[src/rtl/md_iter.sv]
`default_nettype none
// ============================================================================
// Module      : md_iter
// Description : Multi-cycle multiply/divide unit with architectural HI/LO.
//               Multiply has a fixed, parameterised latency; divide is a
//               radix-2 restoring divider producing one quotient bit per
//               cycle, with sign fix-up folded into the final step.
// Revision    : 1.0 - initial release
// ============================================================================
module md_iter #(
    parameter int WIDTH       = 32,
    parameter int MULT_CYCLES = 5
) (
    input  logic             Clk,
    input  logic             Reset,
    input  logic             start,
    input  logic [2:0]       md_control,
    input  logic [WIDTH-1:0] rs,
    input  logic [WIDTH-1:0] rt,
    input  logic             abort,
    output logic             busy,
    output logic             done,
    output logic             div_zero,
    output logic [WIDTH-1:0] hi,
    output logic [WIDTH-1:0] lo
);

    // The shared down-counter must cover the longer of the two operations.
    localparam int c_max_cycles = (MULT_CYCLES > WIDTH) ? MULT_CYCLES : WIDTH;
    localparam int c_cnt_w      = (c_max_cycles > 1) ? $clog2(c_max_cycles) : 1;

    localparam logic [c_cnt_w-1:0] c_mul_last = c_cnt_w'(MULT_CYCLES - 1);
    localparam logic [c_cnt_w-1:0] c_div_last = c_cnt_w'(WIDTH - 1);

    localparam logic [1:0] c_idle = 2'd0;
    localparam logic [1:0] c_mul  = 2'd1;
    localparam logic [1:0] c_div  = 2'd2;

    logic [1:0]         r_state;
    logic [c_cnt_w-1:0] r_cnt;
    logic               r_busy;
    logic               r_done;
    logic               r_dz;
    logic [WIDTH-1:0]   r_hi;
    logic [WIDTH-1:0]   r_lo;
    // r_a: multiplicand, or dividend magnitude shifting into the quotient.
    // r_b: multiplier, or divisor magnitude.
    logic [WIDTH-1:0]   r_a;
    logic [WIDTH-1:0]   r_b;
    logic [WIDTH-1:0]   r_rem;
    logic               r_sgn;
    logic               r_neg_q;
    logic               r_neg_r;
    logic               r_zero;

    logic               w_rs_neg;
    logic               w_rt_neg;
    logic [WIDTH-1:0]   w_rs_mag;
    logic [WIDTH-1:0]   w_rt_mag;
    logic [2*WIDTH-1:0] w_a_ext;
    logic [2*WIDTH-1:0] w_b_ext;
    logic [2*WIDTH-1:0] w_prod;
    logic [WIDTH:0]     w_trial;
    logic [WIDTH:0]     w_diff;
    logic               w_fits;
    logic [WIDTH-1:0]   w_rem_nxt;
    logic [WIDTH-1:0]   w_quo_nxt;
    logic [WIDTH-1:0]   w_q_fin;
    logic [WIDTH-1:0]   w_r_fin;

    // Operand magnitudes, product, and one restoring divide step.
    always_comb begin
        w_rs_neg  = ~md_control[0] & rs[WIDTH-1];
        w_rt_neg  = ~md_control[0] & rt[WIDTH-1];
        w_rs_mag  = w_rs_neg ? -rs : rs;
        w_rt_mag  = w_rt_neg ? -rt : rt;
        w_a_ext   = r_sgn ? {{WIDTH{r_a[WIDTH-1]}}, r_a} : {{WIDTH{1'b0}}, r_a};
        w_b_ext   = r_sgn ? {{WIDTH{r_b[WIDTH-1]}}, r_b} : {{WIDTH{1'b0}}, r_b};
        w_prod    = w_a_ext * w_b_ext;
        // Bit WIDTH of the difference is the borrow: set when trial < divisor.
        w_trial   = {r_rem, r_a[WIDTH-1]};
        w_diff    = w_trial - {1'b0, r_b};
        w_fits    = ~w_diff[WIDTH];
        w_rem_nxt = w_fits ? w_diff[WIDTH-1:0] : w_trial[WIDTH-1:0];
        w_quo_nxt = {r_a[WIDTH-2:0], w_fits};
        // Most-negative / -1 needs no special case: the magnitude quotient
        // 2^(WIDTH-1) is not negated and reads back as the most-negative value.
        w_q_fin   = r_neg_q ? -w_quo_nxt : w_quo_nxt;
        w_r_fin   = r_neg_r ? -w_rem_nxt : w_rem_nxt;
    end

    // Control FSM, operand capture, iteration and HI/LO write-back.
    always_ff @(posedge Clk) begin
        if (Reset) begin
            r_state <= c_idle;
            r_cnt   <= '0;
            r_busy  <= 1'b0;
            r_done  <= 1'b0;
            r_dz    <= 1'b0;
            r_hi    <= '0;
            r_lo    <= '0;
            r_a     <= '0;
            r_b     <= '0;
            r_rem   <= '0;
            r_sgn   <= 1'b0;
            r_neg_q <= 1'b0;
            r_neg_r <= 1'b0;
            r_zero  <= 1'b0;
        end else begin
            r_done <= 1'b0;
            r_dz   <= 1'b0;
            case (r_state)
                c_idle: begin
                    if (start) begin
                        case (md_control)
                            3'b000, 3'b001: begin
                                r_state <= c_mul;
                                r_busy  <= 1'b1;
                                r_cnt   <= c_mul_last;
                                r_sgn   <= ~md_control[0];
                                r_a     <= rs;
                                r_b     <= rt;
                            end
                            3'b010, 3'b011: begin
                                r_state <= c_div;
                                r_busy  <= 1'b1;
                                r_cnt   <= c_div_last;
                                r_sgn   <= 1'b0;
                                r_a     <= w_rs_mag;
                                r_b     <= w_rt_mag;
                                r_rem   <= '0;
                                r_neg_q <= w_rs_neg ^ w_rt_neg;
                                r_neg_r <= w_rs_neg;
                                r_zero  <= (rt == '0);
                            end
                            3'b100:  r_hi <= rs;
                            3'b101:  r_lo <= rs;
                            default: ;
                        endcase
                    end
                end
                c_mul: begin
                    if (abort) begin
                        r_state <= c_idle;
                        r_busy  <= 1'b0;
                    end else if (r_cnt == '0) begin
                        r_state <= c_idle;
                        r_busy  <= 1'b0;
                        r_done  <= 1'b1;
                        r_hi    <= w_prod[2*WIDTH-1:WIDTH];
                        r_lo    <= w_prod[WIDTH-1:0];
                    end else begin
                        r_cnt <= r_cnt - 1'b1;
                    end
                end
                c_div: begin
                    if (abort) begin
                        r_state <= c_idle;
                        r_busy  <= 1'b0;
                    end else begin
                        r_a   <= w_quo_nxt;
                        r_rem <= w_rem_nxt;
                        if (r_cnt == '0) begin
                            r_state <= c_idle;
                            r_busy  <= 1'b0;
                            r_done  <= 1'b1;
                            r_dz    <= r_zero;
                            if (!r_zero) begin
                                r_lo <= w_q_fin;
                                r_hi <= w_r_fin;
                            end
                        end else begin
                            r_cnt <= r_cnt - 1'b1;
                        end
                    end
                end
                default: begin
                    r_state <= c_idle;
                    r_busy  <= 1'b0;
                end
            endcase
        end
    end

    assign busy     = r_busy;
    assign done     = r_done;
    assign div_zero = r_dz;
    assign hi       = r_hi;
    assign lo       = r_lo;

endmodule
`default_nettype wire
[config.mk]
export PLATFORM = sky130hd
export DESIGN_NAME = md_iter
export DESIGN_NICKNAME = d
export VERILOG_FILES = /design/src/rtl/md_iter.sv
export SDC_FILE = /design/constraint.sdc
export NUM_CORES = 2
export LEC_CHECK = 0
export ABC_AREA = 1
export CORE_MARGIN = 1.5
export CORE_UTILIZATION = 40
export CTS_BUF_LIST = sky130_fd_sc_hd__clkbuf_2
export DETAILED_ROUTE_END_ITERATION = 12
export PLACE_DENSITY = 0.61
export SETUP_SLACK_MARGIN = 0.2
export SLEW_MARGIN = 10
export SYNTH_ARGS = -nofsm -noshare
export SYNTH_HDL_FRONTEND = slang
export SYNTH_SLANG_ARGS = --single-unit
[constraint.sdc]
create_clock -name Clk -period 9.3 [get_ports Clk]
set_input_delay 1.86 -clock Clk [delete_from_list [all_inputs] [get_ports Clk]]
set_output_delay 1.86 -clock Clk [all_outputs]
set_load 0.005 [all_outputs]
**After elaboration in Yosys (flattened, before gate mapping)**

Cells that the tools add are included.

- Mux-type cells: 49
- Reductions and logical operators: 23
- Bitwise gates (word level): 8
- Multipliers: 1
- $add $sub $neg: 6
- Eq/ne operators: 21

Operator list:

| cell | number |
|---|---|
| two-way mux 32 bit | 24 |
| case mux 32 bit (2 select lines) | 4 |
| case mux 32 bit (3 select lines) | 2 |
| two-way mux 64 bit | 2 |
| negator 32 bit | 4 |
| multiplier 64 x 64 -> 64 bit | 1 |
| subtractor 33 x 32 -> 33 bit | 1 |
| logical NOT 32 bit | 1 |
| case mux 5 bit (2 select lines) | 2 |
| inequality test 2 bit (second input constant) | 9 |
| AND reduction 8 bit | 2 |
| two-way mux 5 bit | 3 |
| AND reduction 3 bit | 4 |
| case mux 2 bit (2 select lines) | 2 |
| AND reduction 4 bit | 2 |
| OR reduction 4 bit | 2 |
| equality test 3 x 2 -> 1 bit (second input constant) | 2 |
| equality test 3 bit (second input constant) | 2 |
| two-way mux 2 bit | 3 |
| inequality test 2 x 1 -> 1 bit (second input constant) | 3 |
| inequality test 3 x 1 -> 1 bit (second input constant) | 2 |
| nonzero test 2 bit | 3 |
| OR reduction 2 bit | 3 |
| logical NOT 5 bit | 1 |
| 14 further kinds | 24 |

- Bits in registers: 174
- Logic and storage cells: 122

**Logic depth before layout (Yosys ltp)**

- Depth after elaboration: 8
- Depth in mapped cells: 43

**Worst setup path before layout**

No wires, ideal clock.

- Path type: flip-flop to flip-flop
- Start point: register r_a[31]
- End point: register r_hi[31], in the netlist hi[31]
- Required time: 9,230 ps
- Setup time: 70 ps
- Slack: 393 ps
- Clock period less this slack: 8,907 ps
- Path buffers: 2
- Cell stages (with the launch flop): 35
- Arrival: 8,837 ps
- Cell sequence: dfxtp_1 -> clkbuf_1 -> nand2_1 -> inv_1 -> clkbuf_1 -> nand2_1 -> fa_1 -> inv_1 -> fa_1 -> fa_1 -> inv_1 -> fa_1 -> inv_1 -> fa_1 -> fa_1 -> fa_1 -> inv_1 -> fa_1 -> inv_1 -> fa_1 -> inv_1 -> fa_1 -> inv_1 -> ha_1 -> a21oi_1 -> nor3_1 -> a2111oi_0 -> inv_1 -> nor2_1 -> a21oi_1 -> nand3_1 -> nand3_1 -> nand2_1 -> nand2_1 -> a21oi_1

- Word-level cells in the longest chain between the ends: 8

Ends and longest elaborated chain:

| item | line | source |
|---|---|---|
| start: declaration | 48 | `logic [WIDTH-1:0] r_a;` |
| start signal: assignment | 121 | `r_a <= rs;` |
| start signal: assignment | 129 | `r_a <= w_rs_mag;` |
| start signal: assignment | 161 | `r_a <= w_quo_nxt;` |
| parallel branches: the longest is 7 deep, another holds multiplier 64 x 64 -> 64 bit | - |  |
| case mux 32 bit (3 select lines) * | 112 | `case (r_state)` |
| end signal: assignment | 136 | `3'b100: r_hi <= rs;` |
| end signal: assignment | 150 | `r_hi <= w_prod[2*WIDTH-1:WIDTH];` |
| end signal: assignment | 170 | `r_hi <= w_r_fin;` |
| end: declaration | 44 | `logic [WIDTH-1:0] r_hi;` |

Mark *: on every way between the ends. The select of a mux whose other input is x is not followed.
A chain may end at the register's enable or synchronous reset.

**Worst setup path after layout**

- Start point: register r_sgn
- End point: register r_hi[14], in the netlist hi[14]

- Word-level cells in the longest chain between the ends: 5

Ends and longest elaborated chain:

| item | line | source |
|---|---|---|
| start: declaration | 51 | `logic r_sgn;` |
| start signal: assignment | 120 | `r_sgn <= ~md_control[0];` |
| two-way mux 64 bit, on equally long branches | 77, 78 |  |
| multiplier 64 x 64 -> 64 bit * | 79 | `w_prod = w_a_ext * w_b_ext;` |
| two-way mux 32 bit * | 146 | `end else if (r_cnt == '0) begin` |
| two-way mux 32 bit * | 143 | `if (abort) begin` |
| case mux 32 bit (3 select lines) * | 112 |  |

Every way passes the cells marked *; elsewhere a longest branch is shown, timed or not. The select of a mux whose other input is x is not followed.

==> flow_summary.yaml <==
run_status:
  status: "finished clean"
setup_path:
  critPathMaxStageDelay_ns: 0.60
  endpoint_kind: "flip-flop"
  path_class: "flip-flop to flip-flop"
  slowest_stage: "fa_2"
  arrival_ns: 10.18
  worstSetupStartpointType: "flip-flop"
  critPathRequiredTime_ns: 10.39
  critPathMostFrequentCell: "fa_1"
  cp_max_fo: 6
die:
  coreArea_sq_um: 157000
  die_width_um: 401
  die_area_sq_um: 161000
  num_io_pins: 138
  die_y_um: 401
  initial_utilization: 0.404
  rows: 145
sta:
  finalSetupTns_ns: 0
  setup_viol: 0
  min_period_over_period: 0.978
  tightest_slew_ns: 1.38
  min_period_ns: 9.09
  fmax_mhz: 110
  rsz0062_at_grt: "yes"
  relSlewSlack: 0.0762
  maxSlewViolCount: 0
  final-hold-violation-count: 0
  skew_ns: 0.162
cts:
  insertion_delay_ns: 1.24
  clkTransAtPathRegs_ns: 0.45
  cts_tree: "built"
  cts_buffer_depth: 2
  cts-root-buf: "clkbuf_2"
  htree_levels: 4
  cts_buffers: 17
  cts_sinks: 174
synth:
  synth_top_flop_cell: "dfxtp_1"
  synth_common_cells: "2537 x inv_1, 1915 x nand2_1, 1420 x fa_1"
  synth.area.top_cells: "fa_1 45%, inv_1 15%, nand2_1 11%"
  yosys.area.top_type: "fa_1"
  synth_top_area_frac: 0.449
  yosysSeqAreaShare: 0.0550
  syn_avg_cell_area_sq_um: 7.51
  synth-edff-count: 0
  synth-seq-cells: 174
  ys_warn_count: 0
  synthesis.area_sq_um: 63400
  synthArstFlopShare: 0
  yosysMostFrequentCell: "inv_1"
  synth_fp_nets: 10300
  synth_cell_types: 61
  syn_inst: 8434
grt:
  grt_pass1_vias: 58700
  grt_pass1_wl_um: 389000
  track_usage: 0.329
  grt-ovfl-total: 0
  antenna_found_initial: 13
  grt_start_max_net_pins: 70
finish:
  fillers: 15900
  fin_area_sq_um: 73000
  instances_no_fill: 10900
  final_layout_size_suffix_gt1_frac: 0.113
  area_growth_pct: 15.2
  layout.nets: 10700
  final_util: 0.466
placed_design:
  placement.io_buffers: 137
  placed_area_sq_um: 70900
  dpl.cell_count: 10800
  place.gp.congestion: 1.01
  dp_hpwl_um: 220000
power:
  clock_power_share: 0.068
  p_comb_frac: 0.810
  switching_share: 0.590
  finalPower_uw: 8120
  p_per_area_nw_per_um2: 111
  peakVddDrop_mv: 0.108
  sequentialPowerShare: 0.122
  internal-power_uw: 3330
  power_leakage_uw: 0.0415
  p_sw_uw: 4790
drt:
  drc: 0
  vias_per_cell: 5.14
  vias: 56200
  antenna_left: 0
  first_iter_violations: 5738
  drt-total-wl_um: 262000
  dr.pass1.iters: 6
  wl_per_cell_um: 24.0
hold_path:
  hold_class: "flip-flop to flip-flop"
flow_run:
  cap_violations: 0
==> registers in the layout, indices dropped and copies added (netlist names) <==
register	cells
r_neg_r	1
r_b	32
r_rem	32
r_neg_q	1
r_state	2
lo	32
busy	1
done	1
r_zero	1
r_cnt	5
hi	32
div_zero	1
r_sgn	1
r_a	32
==> logic make-up after synthesis <==
| family | Yosys count | share of synthesized area |
|---|---|---|
| AO/OA/AOI/OAI | 754 | 0.0657 |
| XOR/XNOR | 120 | 0.0166 |
| adder cells (fa/ha/maj) | 1771 | 0.518 |
| buffers and inverters | 2916 | 0.174 |
| flip-flops | 174 | 0.0550 |
| AND/OR/NAND/NOR | 2699 | 0.171 |
==> path summary, 6_finish.rpt <==
| path | startpoint | cells after the start | slack, ns | end |
|---|---|---|---|---|
| max | r_sgn$_SDFFE_PP0P_ | 40 | 0.21 | hi[14]$_SDFFE_PP0P_ |
| min | r_a[29]$_SDFFE_PP0P_ | 2 | 0.51 | r_a[29]$_SDFFE_PP0P_ |
| max reg2reg | r_sgn$_SDFFE_PP0P_ | 40 | 0.21 | hi[14]$_SDFFE_PP0P_ |
| min reg2reg | r_a[29]$_SDFFE_PP0P_ | 2 | 0.51 | r_a[29]$_SDFFE_PP0P_ |
==> area by class of cell <==
cell class                 count  area [sq um]  area share
multi-input combinational   5344         49700       0.681
clock inverter                15           204     0.00279
timing repair buffer         777          7200      0.0987
antenna                        9          22.5    0.000309
clock buffer                  17          85.1     0.00117
tap                         2058          2570      0.0353
inverter                    2547          9580       0.131
sequential                   174          3590      0.0491
==> metrics by stage <==
step	hold WS (ns)	setup WS (ns)
floorplan	0.439	0.393
global placement	0.476	-0.597
detailed placement	0.480	-0.567
CTS	0.505	0.197
global route	0.522	0.0191
finish	0.506	0.208
==> cells in the final DEF, fill, tap and decap left out, types with 61 or more instances in the layout <==
master / n
o21ai_0: 231
a21oi_1: 319
buf_12: 61
ha_1: 333
nand2_1: 1891
fa_1: 1389
nand3_1: 158
nor2_1: 393
inv_1: 2512
clkdlybuf4s50_1: 136
xor2_1: 70
buf_4: 541
dfxtp_1: 125
==> worst max-delay path: cells and delay by family (launching register included) <==
kind | cells | cell delay [ns]
DFF | 1 | 0.46
buffers and inverters | 16 | 1.60
adders and majority gates | 11 | 5.49
AOI/OAI and AO/OA | 4 | 0.72
and+or+nand+nor | 9 | 0.72
==> power by group through the flow <==
| stage | sequential, uW | clock, uW | combinational (uW) |
|---|---|---|---|
| 2_1_floorplan | 907 | 0 | 3250 |
| 3_3_place_gp | 998 | 0 | 6060 |
| 3_5_place_dp | 996 | 0 | 6050 |
| 4_1_cts | 988 | 555 | 6180 |
| 5_1_grt | 991 | 585 | 7140 |
| 6_report | 987 | 556 | 6580 |
==> metal layers <==
metal / vias to the layer above / track usage / part of all wire
met1: 28200 / 0.473 / 0.43
met4: 17 / 0.0943 / 0.036
met2: 2586 / 0.491 / 0.42
li1: 25000 / - / -
met5: - / 0 / 0.00061
met3: 380 / 0.0816 / 0.11
==> timing repair <==
| item | 4_1_cts | 5_1_grt |
|---|---|---|
| pin swaps | 26 | 65 |
| gates resized for setup | 74 | 262 |
| endpoints found under the setup margin | 16 | 35 |
| hold buffers | 0 | 0 |
| cloned | 1 | 3 |
| setup buffers | 12 | 43 |
Note: power is estimated with default switching activity, not from simulation.
